`config.mk`:
```
export PLATFORM = sky130hd
export DESIGN_NAME = audio_serializer_p
export DESIGN_NICKNAME = d
export VERILOG_FILES = /design/src/rtl/audio_ser_pkg.sv /design/src/rtl/audio_ser_hold_buf.sv /design/src/rtl/audio_serializer_p.sv
export SDC_FILE = /design/constraint.sdc
export NUM_CORES = 1
export LEC_CHECK = 0
export CAP_MARGIN = 30
export CORE_ASPECT_RATIO = 1.4
export CORE_MARGIN = 2
export CORE_UTILIZATION = 38
export CTS_BUF_LIST = sky130_fd_sc_hd__clkbuf_4
export CTS_CLUSTER_DIAMETER = 80
export DETAILED_ROUTE_END_ITERATION = 6
export GPL_TIMING_DRIVEN = 1
export PLACE_DENSITY = 0.62
export RECOVER_POWER = 50
export SLEW_MARGIN = 40
export SYNTH_ARGS = -nofsm -noshare
export SYNTH_HDL_FRONTEND = slang
export SYNTH_HIERARCHICAL = 1
export SYNTH_SLANG_ARGS = --single-unit
```
`constraint.sdc`:
```
create_clock -name clock -period 2.5 [get_ports clock]
set_clock_uncertainty 0.1 [all_clocks]
set_input_delay 0.5 -clock clock [delete_from_list [all_inputs] [get_ports clock]]
set_output_delay 0.5 -clock clock [all_outputs]
set_load 0.03 [all_outputs]
```
`src/rtl/audio_ser_pkg.sv`:
```
// ---------------------------------------------------------------------------
// audio_ser_pkg : shared types and helpers for the audio serializer
// Rev 1.0
// ---------------------------------------------------------------------------
`default_nettype none

package audio_ser_pkg;

  typedef enum logic [0:0] {
    S_IDLE  = 1'b0,
    S_SHIFT = 1'b1
  } state_e;

  localparam int UNDERRUN_CNT_W = 16;

  // Counter width for a range of n values; never narrower than one bit.
  function automatic int cnt_w(input int n);
    return (n <= 2) ? 1 : $clog2(n);
  endfunction

endpackage

`default_nettype wire

```
`src/rtl/audio_ser_hold_buf.sv`:
```
// ---------------------------------------------------------------------------
// audio_ser_hold_buf : one-deep holding register between handshake and shifter
// Rev 1.0
// ---------------------------------------------------------------------------
`default_nettype none

module audio_ser_hold_buf
  import audio_ser_pkg::*;
#(
  parameter int DATA_W = 16
) (
  input  logic              clock,
  input  logic              reset_n,
  input  logic              clear,
  input  logic              push,
  input  logic              pop,
  input  logic [DATA_W-1:0] push_data,
  output logic              full,
  output logic [DATA_W-1:0] data
);

  logic              full_q, full_d;
  logic [DATA_W-1:0] data_q, data_d;

  always_comb begin
    full_d = full_q;
    data_d = data_q;
    if (clear) begin
      full_d = 1'b0;
      data_d = '0;
    end else if (pop) begin
      full_d = 1'b0;
    end else if (push) begin
      full_d = 1'b1;
      data_d = push_data;
    end
  end

  always_ff @(posedge clock) begin
    if (!reset_n) begin
      full_q <= 1'b0;
      data_q <= '0;
    end else begin
      full_q <= full_d;
      data_q <= data_d;
    end
  end

  assign full = full_q;
  assign data = data_q;

endmodule

`default_nettype wire

```
`src/rtl/audio_serializer_p.sv`:
```
// ---------------------------------------------------------------------------
// audio_serializer_p : parametrised valid/ready word-to-serial audio shifter
// Optional underrun counter: AUDIO_SERIALIZER_UNDERRUN_CNT_EN
// Rev 1.0
// ---------------------------------------------------------------------------
`default_nettype none

module audio_serializer_p
  import audio_ser_pkg::*;
#(
  parameter int DATA_W    = 16,
  parameter int BIT_DIV   = 1,
  parameter bit MSB_FIRST = 1'b1
) (
  input  logic              clock,
  input  logic              reset_n,
  input  logic              enable,
  input  logic              in_valid,
  output logic              in_ready,
  input  logic [DATA_W-1:0] in_data,
  output logic              audio_enable,
  output logic              audio_data,
  output logic              word_done,
  output logic              underrun
`ifdef AUDIO_SERIALIZER_UNDERRUN_CNT_EN
  ,
  output logic [UNDERRUN_CNT_W-1:0] underrun_count
`endif
);

  localparam int BIT_W = cnt_w(DATA_W);
  localparam int DIV_W = cnt_w(BIT_DIV);
  localparam logic [BIT_W-1:0] C_BIT_LAST = BIT_W'(DATA_W - 1);
  localparam logic [DIV_W-1:0] C_DIV_LAST = DIV_W'(BIT_DIV - 1);

  state_e            state_q, state_d;
  logic [DATA_W-1:0] shift_q, shift_d;
  logic [BIT_W-1:0]  bit_q, bit_d;
  logic [DIV_W-1:0]  div_q, div_d;

  logic              buf_full;
  logic [DATA_W-1:0] buf_data;
  logic              buf_push;
  logic              buf_pop;
  logic              buf_clear;
  logic              done_w;
  logic              under_w;
  logic              head_w;
  logic [DATA_W-1:0] shifted_w;

  assign in_ready     = reset_n & enable & ~buf_full;
  assign buf_push     = in_valid & in_ready;
  assign audio_enable = enable;

  audio_ser_hold_buf #(
    .DATA_W (DATA_W)
  ) u_hold_buf (
    .clock     (clock),
    .reset_n   (reset_n),
    .clear     (buf_clear),
    .push      (buf_push),
    .pop       (buf_pop),
    .push_data (in_data),
    .full      (buf_full),
    .data      (buf_data)
  );

  generate
    if (MSB_FIRST) begin : g_msb_first
      assign head_w    = shift_q[DATA_W-1];
      assign shifted_w = {shift_q[DATA_W-2:0], 1'b0};
    end else begin : g_lsb_first
      assign head_w    = shift_q[0];
      assign shifted_w = {1'b0, shift_q[DATA_W-1:1]};
    end
  endgenerate

  always_comb begin
    state_d   = state_q;
    shift_d   = shift_q;
    bit_d     = bit_q;
    div_d     = div_q;
    buf_pop   = 1'b0;
    buf_clear = 1'b0;
    done_w    = 1'b0;
    under_w   = 1'b0;
    if (!enable) begin
      // Abort: drop the word in flight and anything buffered, no status pulses.
      state_d   = S_IDLE;
      shift_d   = '0;
      bit_d     = '0;
      div_d     = '0;
      buf_clear = 1'b1;
    end else begin
      case (state_q)
        S_IDLE: begin
          bit_d = '0;
          div_d = '0;
          if (buf_full) begin
            buf_pop = 1'b1;
            shift_d = buf_data;
            state_d = S_SHIFT;
          end
        end
        S_SHIFT: begin
          if (div_q == C_DIV_LAST) begin
            div_d = '0;
            if (bit_q == C_BIT_LAST) begin
              done_w = 1'b1;
              bit_d  = '0;
              // Reload on the same edge so the next word follows with no gap.
              if (buf_full) begin
                buf_pop = 1'b1;
                shift_d = buf_data;
              end else begin
                under_w = 1'b1;
                shift_d = '0;
                state_d = S_IDLE;
              end
            end else begin
              bit_d   = bit_q + BIT_W'(1);
              shift_d = shifted_w;
            end
          end else begin
            div_d = div_q + DIV_W'(1);
          end
        end
        default: begin
          state_d = S_IDLE;
          shift_d = '0;
          bit_d   = '0;
          div_d   = '0;
        end
      endcase
    end
  end

  always_ff @(posedge clock) begin
    if (!reset_n) begin
      state_q <= S_IDLE;
      shift_q <= '0;
      bit_q   <= '0;
      div_q   <= '0;
    end else begin
      state_q <= state_d;
      shift_q <= shift_d;
      bit_q   <= bit_d;
      div_q   <= div_d;
    end
  end

  assign word_done  = reset_n & done_w;
  assign underrun   = reset_n & under_w;
  assign audio_data = reset_n & (state_q == S_SHIFT) & head_w;

`ifdef AUDIO_SERIALIZER_UNDERRUN_CNT_EN
  logic [UNDERRUN_CNT_W-1:0] ucnt_q, ucnt_d;

  always_comb begin
    ucnt_d = ucnt_q;
    if (underrun && (ucnt_q != {UNDERRUN_CNT_W{1'b1}})) begin
      ucnt_d = ucnt_q + UNDERRUN_CNT_W'(1);
    end
  end

  always_ff @(posedge clock) begin
    if (!reset_n) begin
      ucnt_q <= '0;
    end else begin
      ucnt_q <= ucnt_d;
    end
  end

  assign underrun_count = ucnt_q;
`endif

endmodule

`default_nettype wire

```
==> summary.txt, run 1 <==
CTS
  • CTS max path bufs: 2
  • Sink Count: 38
  • Later-pin clock latency in the skew report: 0.35 ns
  • CTS buffer count: 5
  • Post-CTS Hold Buffers: 0
  • Setup Buffers After CTS: 0
  • Clock transition at the registers of the reported paths: 0.13 ns
  • CTS tree: built
  • Post_cts resized: 0
  • H-tree depth: 2
  • Root buffer cell: clkbuf_4

STA
  • Fmax: 428.0 MHz
  • Setup-failing EPs final: 0
  • Worst setup slack after layout: 0.1634 ns
  • Worst-Margin Slew: 0.7058 ns
  • Hold Slack: 0.3671 ns
  • RSZ-0062 raised after global routing: no
  • Pins Over Slew Limit: 0
  • Crit path time final: 2.337 ns
  • Slew HR: 52.90%
  • Setup TNS: 0 ns
  • Final period util: 93.46%
  • Hold Vio Cnt, Final: 0

Setup path
  • Critical R2R Launch: bit_q[0]
  • Beginning of the critical path: enable
  • Worst path cell trace: clkdlybuf4s50_1, clkdlybuf4s50_1
  • Nature of the critical path startpoint: primary input
  • Most frequent CP cell: clkdlybuf4s50_1
  • Crit-path slowest cell: clkdlybuf4s50_1
  • Worst setup EP type: output port
  • Crit-path max cell delay: 0.70 ns
  • Critical Path AT: 1.74 ns
  • Setup Crit Path Kind: primary input to output port
  • Critical path required time: 1.90 ns
  • Crit-path leading delay family: buffers and inverters
  • Worst-path maximum fanout: 5
  • Crit path buf inv count: 2
  • FF-to-FF setup slack: 0.64 ns

Global route
  • Pin count of the biggest net entering global routing: 28
  • Antenna violations before repair: 0
  • Tot GR Track Use: 14.76%
  • Grt total ovfl: 0
  • Vias in the first global route: 1339
  • First-pass GRT wire length: 6299 um

Logic synthesis
  • Area leader, netlist: dfxtp_1
  • Synth Instances: 194
  • Syn nets: 215
  • Register area share after synthesis: 41.62%
  • Top post-synthesis cells by area: dfxtp_1, mux2i_1, a221o_1
  • Distinct cells, synth: 29
  • Syn Area/Cell: 9.423 um2
  • FF+latch count, synth: 38
  • Synthesized area: 1828 um2
  • Yosys warnings: 6
  • Area share of the largest cell type after synthesis: 41.62%

Final layout
  • Diode count: 0
  • Fill cell count: 470
  • Sequential cell area: 760.7 um2
  • Area Growth Syn to Fin: 16.77%
  • Share of cells above drive strength 1: 19.91%
  • Footprint of the multi-input gates: 920.9 um2
  • Final Net Count: 241
  • Layout Cells excl Fill: 283

Routing
  • Detailed Route Iter0 Violations: 35
  • DRC: 0
  • DRT Wirelength: 3528 um
  • Routed Antenna Nets: 0
  • DRT Pass-1 Iters: 4
  • Total number of vias: 1382
  • Vias/cell: 4.883
  • Avg WL per Cell: 12.47 um

Placed design
  • Dpl cells: 275
  • Port buffer count: 24
  • Place WS: 0.1547 ns
  • DP HPWL: 2349 um
  • Placer congestion estimate: 0.7299

Power
  • Pwr Density: 522.1 nW/um2
  • Max VDD drop: 406.5 uV
  • Leak pwr: 0.0007312 uW
  • Total Power: 1114 uW

Floorplanning
  • Die Width: 62.62 um
  • Die area: 5389 um2
  • Std-Cell Rows: 29
  • Core footprint: 4572 um2
  • # IOs: 25
  • Die Y-Extent: 86.07 um
  • Starting density of the core: 39.98%

Worst hold path
  • Min-delay src: bit_q[0]
  • Type of the most critical hold path: register to register

Job
  • MaxCap Viol Count: 0

Status
  • Status: completed
-- logic make-up after synthesis --
kind of cell             after synthesis  synth area share (%)
multiplexers                          16                 8.761
buffers and inverters                 15                 7.049
AO/OA/AOI/OAI                         34                 15.67
AND/OR/NAND/NOR                       88                 25.26
adder cells (fa/ha/maj)                1                0.6844
XOR/XNOR                               2                0.9584
flip-flops                            38                 41.62
-- final timing paths --
| path | endpoint | cells after the start |
|---|---|---|
| max | audio_enable | 2 |
| min | bit_q[0] | 1 |
| min reg2reg | bit_q[0] | 1 |
| max reg2reg | u_hold_buf/data[11] | 7 |
-- state kept, by name, summed over array words and instances (netlist names) --
signal and count:
shift_q 16, state_q 1, u_hold_buf/data 16, bit_q 4
u_hold_buf/full 1
-- per-layer routing --
metal	vias up	wire length, um	track usage [%]
li1	721	-	-
met1	630	1707	17.62
met2	24	1630	25.22
met3	7	123	3.412
met4	0	66	6.667
met5	-	0	0
-- through the flow --
stage                     cell area (um2)  utilization, %
after floorplan                      1828               -
after global placement               2078           45.46
after detailed placement             2078           45.46
after CTS                            2156           47.15
after global routing                 2135           46.69
final                                2135           46.69
-- final cells by class --
type                    instances  area share [%]
clock inverters                 3           1.876
repair buffers                 33           13.77
clock buffers                   5           1.758
inverters                       1          0.1758
well taps                      62           3.634
multi-input cells             141           43.14
flip-flops and latches         38           35.64
-- where the power goes --
group          leakage, uW  internal (uW)  total [uW]  switching, uW
clock network    0.0000450            207         413            206
registers         0.000306            609         613           3.85
logic             0.000380           45.7        87.8           42.2
-- synthesized netlist by cell type --
cell,number
and3_4,1
nand2_2,10
nand3_4,1
o22a_1,1
inv_1,1
dfxtp_1,38
buf_6,3
nor2_1,21
buf_2,3
nand2_1,25
and2_1,17
ha_1,1
buf_8,1
buf_12,1
a21oi_1,8
nand3b_2,1
nor2_4,2
xnor2_1,1
clkbuf_1,1
mux2i_1,16
a21oi_2,10
and2b_1,1
xor2_1,1
buf_4,5
nand2b_1,2
nand3_1,2
nor3_1,3
and3_1,2
a221o_1,15
-- cells in the final DEF, fill, tap and decap left out, types with 3 or more instances in the layout --
master,count
mux2i_1,16
a221o_1,15
a21oi_1,8
a21oi_2,10
clkbuf_4,5
nor3_1,3
nand2_1,25
clkdlybuf4s50_1,20
and2_1,16
dfxtp_1,38
buf_4,12
nand3_1,3
nor2_1,21
nand2_2,10
(Power assumes the default switching activity.)
==> inputs of run 2 (changes only) <==
--- a/config.mk
+++ b/config.mk
@@ -15,6 +15,7 @@
 export GPL_TIMING_DRIVEN = 1
 export PLACE_DENSITY = 0.62
 export RECOVER_POWER = 50
+export SKIP_CTS_REPAIR_TIMING = 1
 export SLEW_MARGIN = 40
 export SYNTH_ARGS = -nofsm -noshare
 export SYNTH_HDL_FRONTEND = slang
==> results of run 2 <==
The final DEF is identical to that of run 1; final timing and power are the same.
